`src/rtl/csa_tree_scheduler.sv`:
```
// csa_tree_scheduler: round-robin front end for one shared, free-running
// pipelined CSA adder tree. Grants one requester per cycle, registers its
// operand vector into the tree, tracks the requester tag alongside the tree
// pipeline and returns each sum tagged with its owner.
//
// Handshake: a requester transfers on a rising edge where its
// i_req_valid bit and its o_req_ready bit are both 1. o_req_ready is at
// most one-hot and never depends on a transfer having happened. Results
// have no backpressure: o_res_valid is a single-cycle pulse that the
// consumer must take.
module csa_tree_scheduler #(
    parameter int REQ_N    = 4,
    parameter int I_DATA_W = 3,
    parameter int I_DATA_N = 8,
    parameter int TREE_LAT = 4,
    parameter int O_DATA_W = 8,
    localparam int ID_W    = $clog2(REQ_N),
    localparam int VEC_W   = I_DATA_N * I_DATA_W,
    localparam int CNT_W   = $clog2(TREE_LAT + 3)
) (
    input  logic                     clk,
    input  logic                     rst,
    input  logic                     i_en,
    input  logic                     i_flush,
    input  logic [REQ_N-1:0]         i_req_valid,
    input  logic [REQ_N*VEC_W-1:0]   i_req_data,
    output logic [REQ_N-1:0]         o_req_ready,
    output logic [VEC_W-1:0]         o_tree_data,
    input  logic [O_DATA_W-1:0]      i_tree_data,
    output logic                     o_res_valid,
    output logic [ID_W-1:0]          o_res_id,
    output logic [O_DATA_W-1:0]      o_res_data,
    output logic                     o_busy,
    output logic [CNT_W-1:0]         o_inflight
);

    localparam int IDX_W = ID_W + 1;

    logic [ID_W-1:0]     ptr;
    logic [ID_W-1:0]     grant_id;
    logic [ID_W-1:0]     next_ptr;
    logic                grant_found;
    logic                grant_ok;
    logic [IDX_W-1:0]    scan_idx;
    logic [VEC_W-1:0]    issue_vec;

    // The issue-stage tag travels with o_tree_data; the tag pipe behind it
    // lines its last stage up with i_tree_data for the same vector.
    logic                issue_valid;
    logic [ID_W-1:0]     issue_id;
    logic [TREE_LAT-1:0] tag_valid;
    logic [ID_W-1:0]     tag_id [TREE_LAT];

    logic [VEC_W-1:0]    tree_data;
    logic                res_valid;
    logic [ID_W-1:0]     res_id;
    logic [O_DATA_W-1:0] res_data;
    logic [CNT_W-1:0]    inflight;

    // Round-robin search: first valid requester at or after the pointer, wrapping.
    always_comb begin
        grant_found = 1'b0;
        grant_id    = '0;
        scan_idx    = '0;
        for (int i = 0; i < REQ_N; i++) begin
            scan_idx = {1'b0, ptr} + IDX_W'(i);
            if (scan_idx >= IDX_W'(REQ_N)) begin
                scan_idx = scan_idx - IDX_W'(REQ_N);
            end
            if (!grant_found && i_req_valid[scan_idx[ID_W-1:0]]) begin
                grant_found = 1'b1;
                grant_id    = scan_idx[ID_W-1:0];
            end
        end
    end

    // Grant qualification, one-hot ready, next pointer and selected vector.
    always_comb begin
        grant_ok    = grant_found & i_en & ~i_flush & ~rst;
        o_req_ready = '0;
        if (grant_ok) begin
            o_req_ready[grant_id] = 1'b1;
        end
        if (grant_id == ID_W'(REQ_N - 1)) begin
            next_ptr = '0;
        end else begin
            next_ptr = grant_id + ID_W'(1);
        end
        issue_vec = i_req_data[grant_id*VEC_W +: VEC_W];
    end

    // Pointer, issue register, tag pipe and output register.
    always_ff @(posedge clk) begin
        if (rst) begin
            ptr         <= '0;
            tree_data   <= '0;
            issue_valid <= 1'b0;
            issue_id    <= '0;
            tag_valid   <= '0;
            for (int i = 0; i < TREE_LAT; i++) begin
                tag_id[i] <= '0;
            end
            res_valid   <= 1'b0;
            res_id      <= '0;
            res_data    <= '0;
        end else begin
            if (grant_ok) begin
                ptr <= next_ptr;
            end
            // Bubbles feed zeros so the tree output for them is harmless.
            tree_data   <= grant_ok ? issue_vec : '0;
            issue_valid <= grant_ok;
            issue_id    <= grant_id;
            tag_id[0]   <= issue_id;
            for (int i = 1; i < TREE_LAT; i++) begin
                tag_id[i] <= tag_id[i-1];
            end
            res_id <= tag_id[TREE_LAT-1];
            if (tag_valid[TREE_LAT-1]) begin
                res_data <= i_tree_data;
            end
            if (i_flush) begin
                tag_valid <= '0;
                res_valid <= 1'b0;
            end else begin
                tag_valid[0] <= issue_valid;
                for (int i = 1; i < TREE_LAT; i++) begin
                    tag_valid[i] <= tag_valid[i-1];
                end
                res_valid <= tag_valid[TREE_LAT-1];
            end
        end
    end

    // In-flight count: tag pipe stages plus the output register.
    always_comb begin
        inflight = CNT_W'(res_valid);
        for (int i = 0; i < TREE_LAT; i++) begin
            inflight = inflight + CNT_W'(tag_valid[i]);
        end
    end

    assign o_tree_data = tree_data;
    assign o_res_valid = res_valid;
    assign o_res_id    = res_id;
    assign o_res_data  = res_data;
    assign o_inflight  = inflight;
    assign o_busy      = (inflight != '0);

endmodule

```
`config.mk`:
```
export PLATFORM = sky130hd
export DESIGN_NAME = csa_tree_scheduler
export DESIGN_NICKNAME = d
export VERILOG_FILES = /design/src/rtl/csa_tree_scheduler.sv
export SDC_FILE = /design/constraint.sdc
export NUM_CORES = 1
export LEC_CHECK = 0
export CORE_MARGIN = 5
export CORE_UTILIZATION = 39
export CTS_CLUSTER_SIZE = 12
export DETAILED_ROUTE_END_ITERATION = 6
export GPL_TIMING_DRIVEN = 0
export PLACE_DENSITY_LB_ADDON = 0.08
export SYNTH_ARGS = -nofsm -noshare
export SYNTH_HDL_FRONTEND = slang
export SYNTH_SLANG_ARGS = --single-unit
```
`constraint.sdc`:
```
create_clock -name clk -period 4.3 [get_ports clk]
set_input_delay 1.075 -clock clk [delete_from_list [all_inputs] [get_ports clk]]
set_output_delay 1.075 -clock clk [all_outputs]
set_load 0.02 [all_outputs]
```
==> results.md, run 1 <==
- CTS Root Cell: clkbuf_8
- Main combinational cell family by area after synthesis: multiplexers
- Mapped Cells: 206
- Max clock buf depth: 2
- Worst-path maximum fanout: 11
- Initial antenna violation count: 0
- Worst-skew pair later-pin latency: 300 ps
- Max Cap Viol: 0
- Crit Reg-Reg Startpoint: ptr[1]
- Remaining Overflow, GRT: 0
- Min-Delay Path Class: reg -> reg
- Ys async rst share: 0%
- Commonest cells post-synth: mux2i_1, dfxtp_1, o22ai_1
- Number of cell rows: 28
- Number of fill cells: 486
- Largest net degree at the start of global routing: 18
- Synth warn: 0
- Mapped Area: 2340 um^2
- Complex-gate fraction of the synthesized area: 9.96%
- Remaining antenna violation count: 0
- Post-layout min period: 4180 ps
- DRT Wirelength: 6600 um
- Startpoint Class: input pin
- #FFs+latches synth: 52
- Total core area: 5890 um^2
- Met2 GRT Util: 31.2%
- GP Congestion: 0.737
- Measured slew at the worst slew-check pin: 624 ps
- Dpl hpwl: 5510 um
- Max Clk Rate: 0.239 GHz
- Synth area leader: dfxtp_1
- Synth top area share: 44.5%
- Vias in the first global route: 2,208
- Worst Path Required: 3220 ps
- Area of the multi-input gates: 1130 um^2
- I/O Pins: 155
- Final Hold Violating Endpoints: 0
- Met3 Use GR: 7.28%
- Netlist cell types: 25
- GRT Total Usage: 17.1%
- Post-synth EDFFs: 0
- RSZ-0062 raised after global routing: false
- Drt wl/cell: 14.9 um
- Xor/xnor share of the synthesized area: 0%
- R2R setup slack: 2560 ps
- Layout area overhead: 73.8%
- # DRC: 0
- Most frequent cell after synthesis: mux2i_1
- Die Ht: 87.4 um
- R2r endpoint: ptr[1]
- Outcome: finished clean
- Simple-Gate Fraction of Synth Area: 9.48%
- Vias: 2,101
- Via density: 4.74
- I/O Buffers: 154
- Element type at the critical path end: output pin
- Area share of fa/ha/maj cells after synthesis: 4.39%
- R2R cell count: 8
- Mux contribution to synthesized area: 24.4%
- Area after DPL: 3970 um^2
- Die W: 87.4 um
- Clock tree sinks: 52
- Fin crit share: 97.2%
- Syn avg cell area: 11.3 um^2
- Slew margin rel.: 58.4%
- Pre-CTS setup slack: -126 ps
- FF+latch area: 1040 um^2
- Pre-antenna DRT Iters: 4
- Cts hold-fix bufs: 0
- Hold depth: 1
- Synth top area cells: dfxtp_1, mux2i_1, o22ai_1
- Initial Util: 39.7%
- Net count, final: 486
- Crit. Startpoint: i_req_valid[1]
- Share of cells above drive strength 1: 6.79%
- TritonCTS clock tree: yes
- Clk pin slew, worst setup/hold paths: 100 ps
- Busiest layer in global routing: met2
- Final setup slack of the worst path: 122 ps
- Fin area: 4060 um^2
- Fin Clk Skew: 6.60 ps
- Peak VDD IR: 0.189 mV
- # diodes: 0
- Global-route wire length before repair: 10,100 um
- GR Util met1: 17.6%
- Leakage power: 1.60 nW
- H-tree depth: 2
- Synth Flop Type: dfxtp_1
- Crit path to: o_req_ready[1]
- Setup-failing EPs final: 0
- Initial drt markers: 50
- Power, Total: 1.07 mW
- Die area: 7640 um^2
- Num CTS Buffers: 5
- Worst EP arrival: 3100 ps
- Slew Limit Fails: 0
- Power per cell area: 263 nW/um^2
- Sequential area share after synthesis: 44.5%
- Setup Crit Path Kind: in -> out
- Syn_nets: 325
[timing repair]
item,in CTS,in global routing
setup endpoints to repair,4,1
setup buffers,0,0
gates resized for setup,4,1
pin swaps,0,0
[worst max-delay path, stage by stage]
cell             delay [ps]
clkdlybuf4s50_1         490
a21o_1                  190
a21oi_1                 130
o22a_1                  190
buf_6                   160
buf_8                   170
inv_2                    60
ha_1                    180
and2_1                  130
dlygate4sd2_1           320
[sequential cells by signal, summed over array words and instances (netlist names)]
signal	cells
o_tree_data	24
o_res_valid	1
o_res_id	2
issue_id	2
o_res_data	8
tag_valid	4
tag_id	8
issue_valid	1
ptr	2
[layout by cell type (no fill, tap or decap)]
master           count
a221oi_1             1
ha_1                 5
buf_8                2
nor2b_1             11
a21o_1               1
clkdlybuf4s50_1    149
nor2_2               1
a21oi_1              3
inv_6                1
buf_4                2
clkbuf_1             3
inv_2                2
fa_1                 2
buf_6                3
clkinv_4             1
nor2_1              13
inv_1                3
dfxtp_1             52
or3_1                1
dlymetal6s2s_1       1
dlygate4sd2_1        4
and2_1               9
mux2i_1             57
nand2b_1             2
buf_12               3
clkinv_2             1
a211oi_4             1
o22a_1               1
o22ai_1             25
o41ai_2              1
clkbuf_8             5
nand2_4              2
[per-stage QoR]
stage                     utilization [%]  instances  TNS [ps]  hold slack (ps)
final                                69.0        443         0              437
after global routing                 69.0        443         0              448
after CTS                            69.0        443         0              442
after detailed placement             67.5        435      -419              417
after global placement               67.5        435      -327              411
after floorplan                         -        206         0              406
[where the power goes]
group,leakage [nW],total (mW),internal [mW],switching (mW)
Clock,0.0485,0.278,0.117,0.161
Sequential,0.422,0.503,0.497,0.00538
Combinational,1.13,0.286,0.179,0.106
Total,1.60,1.07,0.794,0.273
[area by class of cell]
class,instances,area share (%)
well taps,75,2.31
multi-input cells,136,27.8
clock buffers,5,1.69
flip-flops and latches,52,25.6
clock inverters,3,0.555
plain buffers,13,3.70
repair buffers,154,37.9
inverters,5,0.462
[worst min-delay path by stage]
stage / from / endpoint / slack [ps]
CTS: issue_valid / tag_valid[0] / 440
global placement: issue_valid / tag_valid[0] / 410
finish: issue_valid / tag_valid[0] / 440
floorplan: issue_valid / tag_valid[0] / 410
global route: issue_valid / tag_valid[0] / 450
detailed placement: issue_valid / tag_valid[0] / 420
[kinds of logic after synthesis]
group,after synthesis
AO/OA/AOI/OAI,33
adder cells (fa/ha/maj),7
buffers and inverters,18
flip-flops,52
multiplexers,57
AND/OR/NAND/NOR,39
[metal layers]
metal | share of wire [%] | up-vias
met3 | 10 | 8
met4 | 1.7 | 0
met2 | 54 | 82
li1 | - | 1055
met1 | 34 | 956
met5 | 0 | -
Power figures use the tool's default switching activity.
==> run 2, diff against run 1 <==
ABC_AREA = 1   (was unset)
CORE_UTILIZATION = 44   (was 39)
==> run 2 against run 1 <==
Net effect: core utilization is essentially flat; sequential power grew 2%; sequential share of layout area shrank 4.5 points; maximum frequency grew 2.7%; routed wire length grew 43%; count of clock-buffer cells in the layout is the same; non-clock buffer count grew 16; area after synthesis grew 36%; synthesized cell count grew 140%; largest power group is now combinational cells.
==> results.md, run 2 <==
- Startpoint Class: input pin
- Element type at the critical path end: output pin
- Max Clk Rate: 0.246 GHz
- GP Congestion: 0.891
- Setup-failing EPs final: 0
- Clk pin slew, worst setup/hold paths: 100 ps
- Worst EP arrival: 2990 ps
- I/O Buffers: 154
- Area of the multi-input gates: 1480 um^2
- # diodes: 0
- Layout area overhead: 54.9%
- Crit Reg-Reg Startpoint: ptr[0]
- Fin Clk Skew: 6.96 ps
- R2r endpoint: ptr[1]
- Largest net degree at the start of global routing: 19
- Initial drt markers: 83
- Most common cell after layout, fill and taps aside: clkdlybuf4s50_1
- Combinational Power Share: 43.4%
- Initial antenna violation count: 0
- Max reg flops: 24
- Synth Flop Type: dfxtp_1
- Crit-path cells: clkdlybuf4s50_1 > inv_1 > nand2_2 > nand3_2 > nand2_2 > nor2_8 > nand3_1 > nand3_2 > nand2_4 > buf_4 > ha_1 > inv_1 > nor2_1 > clkbuf_2
- # DRC: 0
- Final Hold Violating Endpoints: 0
- RSZ-0062 raised after global routing: false
- Post-synth EDFFs: 0
- Final setup slack of the worst path: 231 ps
- Max clock buf depth: 2
- R2R setup slack: 2250 ps
- Die area: 9030 um^2
- Dpl hpwl: 7730 um
- Max Cap Viol: 0
- FF+latch area: 1040 um^2
- Die W: 95.0 um
- Net count, final: 770
- Met2 GRT Util: 37.3%
- GRT Total Usage: 21.1%
- CP max stage cell: clkdlybuf4s50_1
- GR Util met1: 25.2%
- Synth area leader: dfxtp_1
- Clock Power Share: 20.7%
- Hold_sp: tag_id[1][1]
- Worst path max stage delay: 480 ps
- Final hold slack: 406 ps
- Slew margin rel.: 66.2%
- Switching share of power: 37.4%
- Remaining Overflow, GRT: 0
- Pre-antenna DRT Iters: 5
- Mapped Area: 3180 um^2
- Synth top area cells: dfxtp_1, inv_1, nand4_1
- Power per cell area: 291 nW/um^2
- Syn avg cell area: 6.48 um^2
- Cts hold-fix bufs: 0
- Clock tree sinks: 52
- Global-route wire length before repair: 15,100 um
- Peak VDD IR: 0.138 mV
- Synth top area share: 32.7%
- Share of cells above drive strength 1: 8.74%
- Drt wl/cell: 12.6 um
- Remaining antenna violation count: 0
- Post-layout min period: 4070 ps
- Outcome: finished clean
- Net Switching: 0.535 mW
- Most frequent cell after synthesis: inv_1
- Die Ht: 95.0 um
- Syn_nets: 610
- Sequential area share after synthesis: 32.7%
- Via density: 4.74
- Vias in the first global route: 3,352
- Synth warn: 0
- CP top delay family: buffers and inverters
- Hold endpoint: tag_id[2][1]
- Initial Util: 44.5%
- Total core area: 7140 um^2
- Number of cell rows: 31
- TritonCTS clock tree: yes
- #FFs+latches synth: 52
- Commonest cells post-synth: inv_1, nand2_1, dfxtp_1
- Setup Crit Path Kind: in -> out
- R2R cell count: 12
- Bufs and invs on worst path: 5
- H-tree depth: 2
- Slew Limit Fails: 0
- Worst Path Required: 3220 ps
- Fin crit share: 94.6%
- Most frequent cells in the layout: clkdlybuf4s50_1, inv_1, nand2_1
- Pre-CTS setup slack: -258 ps
- DRT Wirelength: 9440 um
- Min-Delay Path Class: reg -> reg
- Pint: 0.898 mW
- I/O Pins: 155
- CTS Root Cell: clkbuf_8
- Netlist cell types: 27
- Num CTS Buffers: 5
- Vias: 3,562
- Mapped Cells: 491
- Hold depth: 2
- Number of fill cells: 642
- Measured slew at the worst slew-check pin: 506 ps
- Ys async rst share: 0%
- Worst-skew pair later-pin latency: 310 ps
- Met3 Use GR: 5.98%
- Sequential Power Share: 35.9%
- Leakage power: 2.43 nW
- Worst-path maximum fanout: 11
- Busiest layer in global routing: met2
==> run 2: cell families after synthesis <==
family	Yosys count	share of synthesized area (%)
buf+inv	159	20.8
compound gates	38	5.98
fa+ha+maj	7	3.23
simple gates	235	37.2
flops	52	32.7
==> run 2: worst max path at each step <==
stage,to,start,cells after the start,slack (ps)
floorplan,o_req_ready[2],i_req_valid[1],13,800
global placement,o_req_ready[2],i_req_valid[1],15,-220
detailed placement,o_req_ready[2],i_req_valid[0],15,-260
CTS,o_req_ready[0],i_req_valid[0],14,50
global route,o_req_ready[1],i_req_valid[2],14,9
finish,o_req_ready[0],i_req_valid[3],14,230
==> run 2: worst min-delay path, delay by kind of cell, from the launching register on <==
family / cells / cell delay [ps]
buf+inv: 1 / 40
simple gates: 1 / 30
flops: 1 / 310
==> run 2: final cells by class <==
class	count	area share, %
sequential	52	21.1
clock inverter	3	0.508
tap	99	2.52
buffer	29	3.48
inverter	129	9.93
clock buffer	5	1.40
multi-input combinational	280	30.1
timing repair buffer	154	30.9
==> run 2: power groups by stage <==
stage                     clock network, mW  logic [mW]  registers (mW)
after floorplan                           0       0.369           0.546
final                                 0.297       0.621           0.514
after global routing                  0.328       0.690           0.517
after CTS                             0.308       0.621           0.515
after global placement                    0       0.608           0.525
after detailed placement                  0       0.619           0.526
==> run 2: stage by stage <==
step / total power, mW / util [%] / TNS (ps) / instances / area, um^2
floorplan: 0.915 / - / 0 / 491 / 3180
global placement: 1.13 / 67.9 / -834 / 744 / 4840
detailed placement: 1.14 / 67.9 / -1000 / 744 / 4840
CTS: 1.44 / 69.2 / 0 / 751 / 4940
global route: 1.54 / 69.0 / 0 / 751 / 4920
finish: 1.43 / 69.0 / 0 / 751 / 4920
==> run 2: layer usage <==
metal  vias to the layer above  part of all wire (%)
met5                         -                     0
met4                         0                  0.80
met1                      1584                    41
li1                       1847                     -
met2                       125                    50
met3                         6                   7.6
==> run 2: timing repair <==
| action | 4_1_cts | 5_1_grt |
|---|---|---|
| setup endpoints to repair | 4 | 4 |
| buffers inserted | 0 | 0 |
| cloned | 0 | 0 |
| resized for setup | 6 | 8 |
